[src/rtl/mem_arbiter.sv]
// Two-port arbiter/sequencer in front of the single-port MU0 memory.
// Port 0 is the CPU and port 1 is the debug/program loader. One requester is granted at a
// time. Its command is latched, the memory strobe is held for ACCESS_CYCLES cycles, and then
// a one-cycle ack is returned together with any read data.
// Build option: define MEM_ARB_ROUND_ROBIN_EN to make ties round-robin. By default port 0
// has fixed priority.
module mem_arbiter #(
  parameter int unsigned ADDR_W        = 16,
  parameter int unsigned DATA_W        = 16,
  parameter int unsigned ACCESS_CYCLES = 1
) (
  input  logic              clk,
  input  logic              rst_n,
  input  logic              p0_req,
  input  logic              p0_rnw,
  input  logic [ADDR_W-1:0] p0_addr,
  input  logic [DATA_W-1:0] p0_wdata,
  output logic              p0_ack,
  output logic [DATA_W-1:0] p0_rdata,
  input  logic              p1_req,
  input  logic              p1_rnw,
  input  logic [ADDR_W-1:0] p1_addr,
  input  logic [DATA_W-1:0] p1_wdata,
  output logic              p1_ack,
  output logic [DATA_W-1:0] p1_rdata,
  output logic              memRq,
  output logic              readNotWrite,
  output logic [ADDR_W-1:0] addr,
  output logic [DATA_W-1:0] dataIn,
  input  logic [DATA_W-1:0] dataOut,
  output logic              busy,
  output logic              grant_id
);

  localparam int unsigned CntW = $clog2(ACCESS_CYCLES) + 1;
  localparam logic [CntW-1:0] CntLast = CntW'(ACCESS_CYCLES - 1);

  typedef enum logic [1:0] {
    StIdle,
    StAccess,
    StAck
  } stateT;

  stateT             stateQ, stateD;
  logic [CntW-1:0]   cntQ;
  logic              rnwQ;
  logic [ADDR_W-1:0] addrQ;
  logic [DATA_W-1:0] wdataQ;
  logic              grantQ;
  logic [DATA_W-1:0] p0RdataQ, p1RdataQ;
  logic              anyReq;
  logic              winner;
  logic              lastAccess;

  assign anyReq     = p0_req | p1_req;
  assign lastAccess = (stateQ == StAccess) && (cntQ == CntLast);

`ifdef MEM_ARB_ROUND_ROBIN_EN
  // Port that won most recently. It resets to 1 so that port 0 takes the first tie.
  logic lastGrantQ;

  // Choose the winner: a lone requester wins, and on a tie the port not granted last wins.
  always_comb begin
    winner = !p0_req;
    if (p0_req && p1_req) begin
      winner = !lastGrantQ;
    end
  end

  // Record which port received the latest grant.
  always_ff @(posedge clk) begin
    if (!rst_n) begin
      lastGrantQ <= 1'b1;
    end else if (stateQ == StIdle && anyReq) begin
      lastGrantQ <= winner;
    end
  end
`else
  // Choose the winner with fixed priority: port 0 takes every tie.
  always_comb begin
    winner = !p0_req;
  end
`endif

  // State register.
  always_ff @(posedge clk) begin
    if (!rst_n) begin
      stateQ <= StIdle;
    end else begin
      stateQ <= stateD;
    end
  end

  // Next-state logic: IDLE -> ACCESS -> ACK -> IDLE.
  always_comb begin
    stateD = stateQ;
    unique case (stateQ)
      StIdle:   if (anyReq) stateD = StAccess;
      StAccess: if (cntQ == CntLast) stateD = StAck;
      StAck:    stateD = StIdle;
      default:  stateD = StIdle;
    endcase
  end

  // Outputs decoded from state. Memory direction rests at read whenever no access is active.
  always_comb begin
    memRq        = 1'b0;
    readNotWrite = 1'b1;
    busy         = 1'b0;
    p0_ack       = 1'b0;
    p1_ack       = 1'b0;
    unique case (stateQ)
      StAccess: begin
        memRq        = 1'b1;
        readNotWrite = rnwQ;
        busy         = 1'b1;
      end
      StAck: begin
        busy   = 1'b1;
        p0_ack = !grantQ;
        p1_ack = grantQ;
      end
      default: ;
    endcase
  end

  // Command latch, access counter and per-port read-data capture.
  always_ff @(posedge clk) begin
    if (!rst_n) begin
      cntQ     <= '0;
      rnwQ     <= 1'b1;
      addrQ    <= '0;
      wdataQ   <= '0;
      grantQ   <= 1'b0;
      p0RdataQ <= '0;
      p1RdataQ <= '0;
    end else begin
      if (stateQ == StIdle) begin
        cntQ <= '0;
        if (anyReq) begin
          grantQ <= winner;
          rnwQ   <= winner ? p1_rnw   : p0_rnw;
          addrQ  <= winner ? p1_addr  : p0_addr;
          wdataQ <= winner ? p1_wdata : p0_wdata;
        end
      end else if (stateQ == StAccess && cntQ != CntLast) begin
        cntQ <= cntQ + CntW'(1);
      end
      // The memory drives a non-zero idle value, so dataOut is sampled only on this cycle.
      if (lastAccess && rnwQ) begin
        if (grantQ) begin
          p1RdataQ <= dataOut;
        end else begin
          p0RdataQ <= dataOut;
        end
      end
    end
  end

  assign addr     = addrQ;
  assign dataIn   = wdataQ;
  assign grant_id = grantQ;
  assign p0_rdata = p0RdataQ;
  assign p1_rdata = p1RdataQ;

endmodule

[config.mk]
export PLATFORM = sky130hd
export DESIGN_NAME = mem_arbiter
export DESIGN_NICKNAME = d
export VERILOG_FILES = /design/src/rtl/mem_arbiter.sv
export SDC_FILE = /design/constraint.sdc
export NUM_CORES = 1
export LEC_CHECK = 0
export CAP_MARGIN = 10
export CORE_AREA = 4 4 72 74
export DETAILED_ROUTE_END_ITERATION = 8
export DIE_AREA = 0 0 76 78
export DONT_BUFFER_PORTS = 1
export PLACE_DENSITY = 0.79
export SLEW_MARGIN = 10
export SYNTH_ARGS = -nofsm -noshare
export SYNTH_HDL_FRONTEND = slang
export SYNTH_SLANG_ARGS = --single-unit
[constraint.sdc]
create_clock -name clk -period 1.95 [get_ports clk]
set_input_delay 0.4875 -clock clk [delete_from_list [all_inputs] [get_ports clk]]
set_output_delay 0.4875 -clock clk [all_outputs]
set_load 0.03 [all_outputs]
==> Yosys cells after proc, flatten, opt, wreduce, memory -nomap -nowiden <==
Index checks and enable logic that the tools add are counted.
{ "word_totals": {"output_inout_bits": 70, "register_bits": 69, "word_cells": 40} }
{ "op_classes": {"addsub": 1, "reduce_logical": 12, "eq_ne": 4, "muxes": 11, "n_bitwise": 4} }
{ "ops": {"columns": ["op", "count"], "rows": [
  ["$mux W16", 2],
  ["$reduce_and A2 Y1", 4],
  ["$mux W1", 6],
  ["$mux W2", 2],
  ["$ne A2 B2 Y1 const B", 2],
  ["$pmux W2 S2", 1],
  ["$reduce_or A2 Y1", 2],
  ["$logic_and A1 B1 Y1", 3],
  ["$not A1 Y1", 3],
  ["$eq A2 B1 Y1 const B", 1],
  ["$eq A2 B2 Y1 const B", 1],
  ["$logic_not A1 Y1", 2],
  ["$logic_not A2 Y1", 1],
  ["$add A1 B1 Y1 const B", 1],
  ["$or A1 B1 Y1", 1]
]} }

==> Depth between registers and ports, before layout <==
Gate-level depths: netlist (run 1).
{ "logic_depth": {"ltp_word": 4, "depth_mapped": 7, "mapped_depth_nobuf": 5} }

==> Worst setup path before layout (run 1) <==
OpenSTA, ideal clock, no wires.
{ "synth_timing": {"path_type": "register to output", "startpoint": "reg stateQ[1]", "endpoint": "out readNotWrite", "stages_incl_launch_ff": 4, "n_path_buf": 0, "setup_slack_ns": 0.383, "t_required_ns": 1.462, "arrival_ns": 1.080, "cell_sequence": "dfxtp_1 > inv_1 > ha_1 > nand2b_1"} }
{ "synth_via": {"elab_chain_cells": 2} }
{ "synth_lines": {"columns": ["item", "line_no", "text"], "rows": [
  ["from (decl)", "44", "stateT stateQ, stateD;"],
  ["from (signal assigned)", "88", "stateQ <= StIdle;"],
  ["from (signal assigned)", "90", "stateQ <= stateD;"],
  ["$eq A2 B1 Y1", "112", "unique case (stateQ)"],
  ["$mux W1", "112", null],
  ["to (decl)", "27", "output logic readNotWrite,"]
]} }
Every way passes these cells.

==> Final worst setup path (run 1) <==
Same ends and word-level chain as after synthesis.

==> key figures, run 1 <==
STA
  – Min cycle time layout: 1.857 ns
  – Setup TNS: 0 ns
  – Unrepaired setup endpoints after global routing: false
  – Worst Skew: 0.009456 ns
  – Final Setup Violations: 0
  – Worst slew pin tran: 0.3677 ns
  – F_max: 538.6 MHz
  – Worst slew margin: 0.7545
  – Final Max Tran Viols: 0
  – Tcrit/Tclk final: 0.9521
  – Hold Vio Cnt, Final: 0

Route
  – Total wire length: 5859 um
  – 1st-pass router iterations: 5
  – Iteration-0 DRC Markers: 149
  – WL met2: 2748 um
  – DRT antenna net count: 0
  – Top routing layer used: met4
  – DRC violations left: 0
  – DRT met1 WL: 2233 um
  – Drt via density: 6.029
  – Routed met3 length: 708 um
  – Via count: 2098
  – WL/cell: 16.84 um

Floorplanning
  – Initial Util: 0.6264
  – Io pins: 156
  – Core area: 4598 um^2
  – Die W: 76 um
  – Die area: 5928 um^2
  – Row cnt: 25
  – DIE HEIGHT: 78 um

Min path
  – Min-Delay Path Class: input pin to flip-flop
  – Hold depth: 1
  – Hold worst-path end: rnwQ
  – Hold Startpoint: rst_n

Setup path
  – Critical Path Start Type: flip-flop
  – Crit-path max FO: 6
  – Worst R2R Setup Slack: 0.45 ns
  – Reg2reg path depth: 6
  – Worst endpoint data arrival time: 1.37 ns
  – Worst setup EP type: output pin
  – Critical path class: flip-flop to output pin
  – CP Data Required Time: 1.46 ns
  – Worst reg2reg path endpoint: rnwQ
  – Worst r2r src: stateQ[1]

Logic synthesis
  – Largest cells by area after synthesis: dfxtp_1 (48%), mux2i_1 (12%), o211a_1 (11%)
  – Yosys warns: 0
  – Synth area leader: dfxtp_1
  – Top_reg_cell synth: dfxtp_1
  – Async set or reset register ratio after synthesis: 0
  – Mapped Nets: 391
  – Post-synth EDFFs: 0
  – Synth Cell Area: 2880 um^2
  – Syn Area/Cell: 9.569 um^2
  – Seq cells post-synth: 69
  – Most used standard cell by instance count after synthesis: dfxtp_1
  – Synth cell types: 24
  – Most frequent cells after synthesis: dfxtp_1 (69), nand2_1 (55), mux2i_1 (34)
  – Post-Synthesis Cells: 301
  – Post-synthesis sequential area ratio: 0.4796
  – Synth top area share: 0.4796

Clock tree
  – Worst-path clk slew: 0.07 ns
  – CTS Buf Count: 9
  – Post-CTS Repair Setup Buffers: 0
  – Clk root buf: clkbuf_8
  – Clock sinks: 69
  – Worst-case clock buffer depth: 2
  – H-tree levels: 3
  – Worst-Skew Late Latency: 0.34 ns
  – TritonCTS clock tree: done

Final layout
  – Sequential cell area: 1381 um^2
  – FILL cells: 378
  – Area grow syn2layout: 6.994%
  – Antenna cells: 0
  – Multi-input gate area: 1339 um^2
  – Share of layout cells above drive strength 1: 0.07823
  – Net total in the final layout: 380

Global route
  – First-pass GRT wire length: 9501 um
  – Largest net degree at the start of global routing: 88
  – Initial antenna violation count: 0
  – GR Util All Layers: 0.2006
  – Grt ovf: 0
  – Vias in the first global route: 2034

Power
  – Leak: 1.514 nW
  – Worst vdd ir: 0.6138 mV
  – Seq pwr share: 0.518
  – P_int: 2.554 mW
  – Sw Ratio: 0.2947
  – Clock Power Share: 0.381
  – Cell Pwr Density: 1175 nW/um^2
  – Sw Pwr: 1.067 mW
  – Logic pwr share: 0.101
  – Overall Power: 3.621 mW

Place
  – Dpl hpwl: 4077 um
  – Port Buf Inserts: 0
  – Gpl congestion: 0.7289

Flow run
  – # Max-Cap Violations: 0

Outcome
  – Status: complete, no violations
[sequential cells by signal, summed over array words and instances (netlist names)]
register  count
addr         16
cntQ          1
dataIn       16
grant_id      1
p0_rdata     16
p1_rdata     16
rnwQ          1
stateQ        2
[repair_timing]
item / 4_1_cts / 5_1_grt
gates resized for setup: 1 / 0
endpoints found under the setup margin: 1 / 0
hold buffers: 0 / 0
[metrics by stage]
step | std cells | cell area (um^2) | hold slack [ns] | utilization | worst slack (ns)
after floorplan | 301 | 2880 | 0.4515 | - | 0.3826
after global placement | 333 | 2843 | 0.4702 | 0.6182 | 0.3241
after detailed placement | 333 | 2843 | 0.4736 | 0.6182 | 0.2843
after CTS | 348 | 3082 | 0.1989 | 0.6702 | 0.07088
after global routing | 348 | 3082 | 0.2231 | 0.6702 | 0.01475
final | 348 | 3082 | 0.2342 | 0.6702 | 0.09343
[power by group through the flow]
stage          clock, mW  sequential [mW]  combinational [mW]
5_1_grt             1.47             1.89               0.420
6_report            1.38             1.88               0.366
4_1_cts             1.40             1.88               0.372
3_3_place_gp           0             1.91               0.356
3_5_place_dp           0             1.91               0.371
2_1_floorplan          0             1.88               0.375
[worst max-delay path, cell delays in order (launching register included)]
cell	delay (ns)
dfxtp_1	0.33
inv_1	0.11
ha_2	0.34
nand2b_1	0.26
[how the worst max path moves through the flow]
stage,slack (ns),startpoint,cells past startpoint,endpoint
floorplan,0.38,stateQ[1],3,readNotWrite
global placement,0.32,stateQ[1],3,readNotWrite
detailed placement,0.28,stateQ[1],3,readNotWrite
CTS,0.07,stateQ[1],3,readNotWrite
global route,0.01,stateQ[1],3,readNotWrite
finish,0.09,stateQ[1],3,readNotWrite
[routing by layer]
metal	vias to the layer above	global-route usage
li1	1042	-
met1	930	0.2094
met2	113	0.3245
met3	13	0.08585
met4	0	0.1370
met5	-	0
[logic make-up after synthesis]
group                    Yosys count  synth area share
AND/OR/NAND/NOR                   96            0.1486
buffers and inverters             29           0.05690
multiplexers                      35            0.1221
adder cells (fa/ha/maj)            4           0.01738
AO/OA/AOI/OAI                     68            0.1755
flip-flops                        69            0.4796
[layout by cell type (no fill, tap or decap), drive strengths merged]
cell type / count
ha: 4
dfxtp: 69
clkbuf: 9
clkinv: 3
nor4bb: 1
nand4bb: 1
nand4b: 1
nand2: 55
o211a: 32
o21ai: 33
and2: 1
nor2: 2
o21a: 1
mux2: 1
a21oi: 1
nor2b: 1
nand3: 33
a21boi: 1
inv: 2
buf: 5
nand2b: 1
mux2i: 34
bufinv: 3
[area by class of cell]
cell class / count / share of cell area
Clock buffer: 9 / 0.04019
Clock inverter: 6 / 0.03654
Inverter: 2 / 0.002436
Multi-Input combinational cell: 203 / 0.4344
Sequential cell: 69 / 0.4482
Tap cell: 54 / 0.02192
Timing Repair Buffer: 5 / 0.01624
(Power assumes the default switching activity.)
==> run 2, diff against run 1 <==
Settings changed: CAP_MARGIN 10 to 20.
==> results of run 2 <==
Same layout as run 1: the final DEF is identical, and so are final timing and power.
==> run 3, diff against run 2 <==
Settings changed: SKIP_LAST_GASP from default to 1.
==> results of run 3 <==
Same layout as run 1: the final DEF is identical, and so are final timing and power.
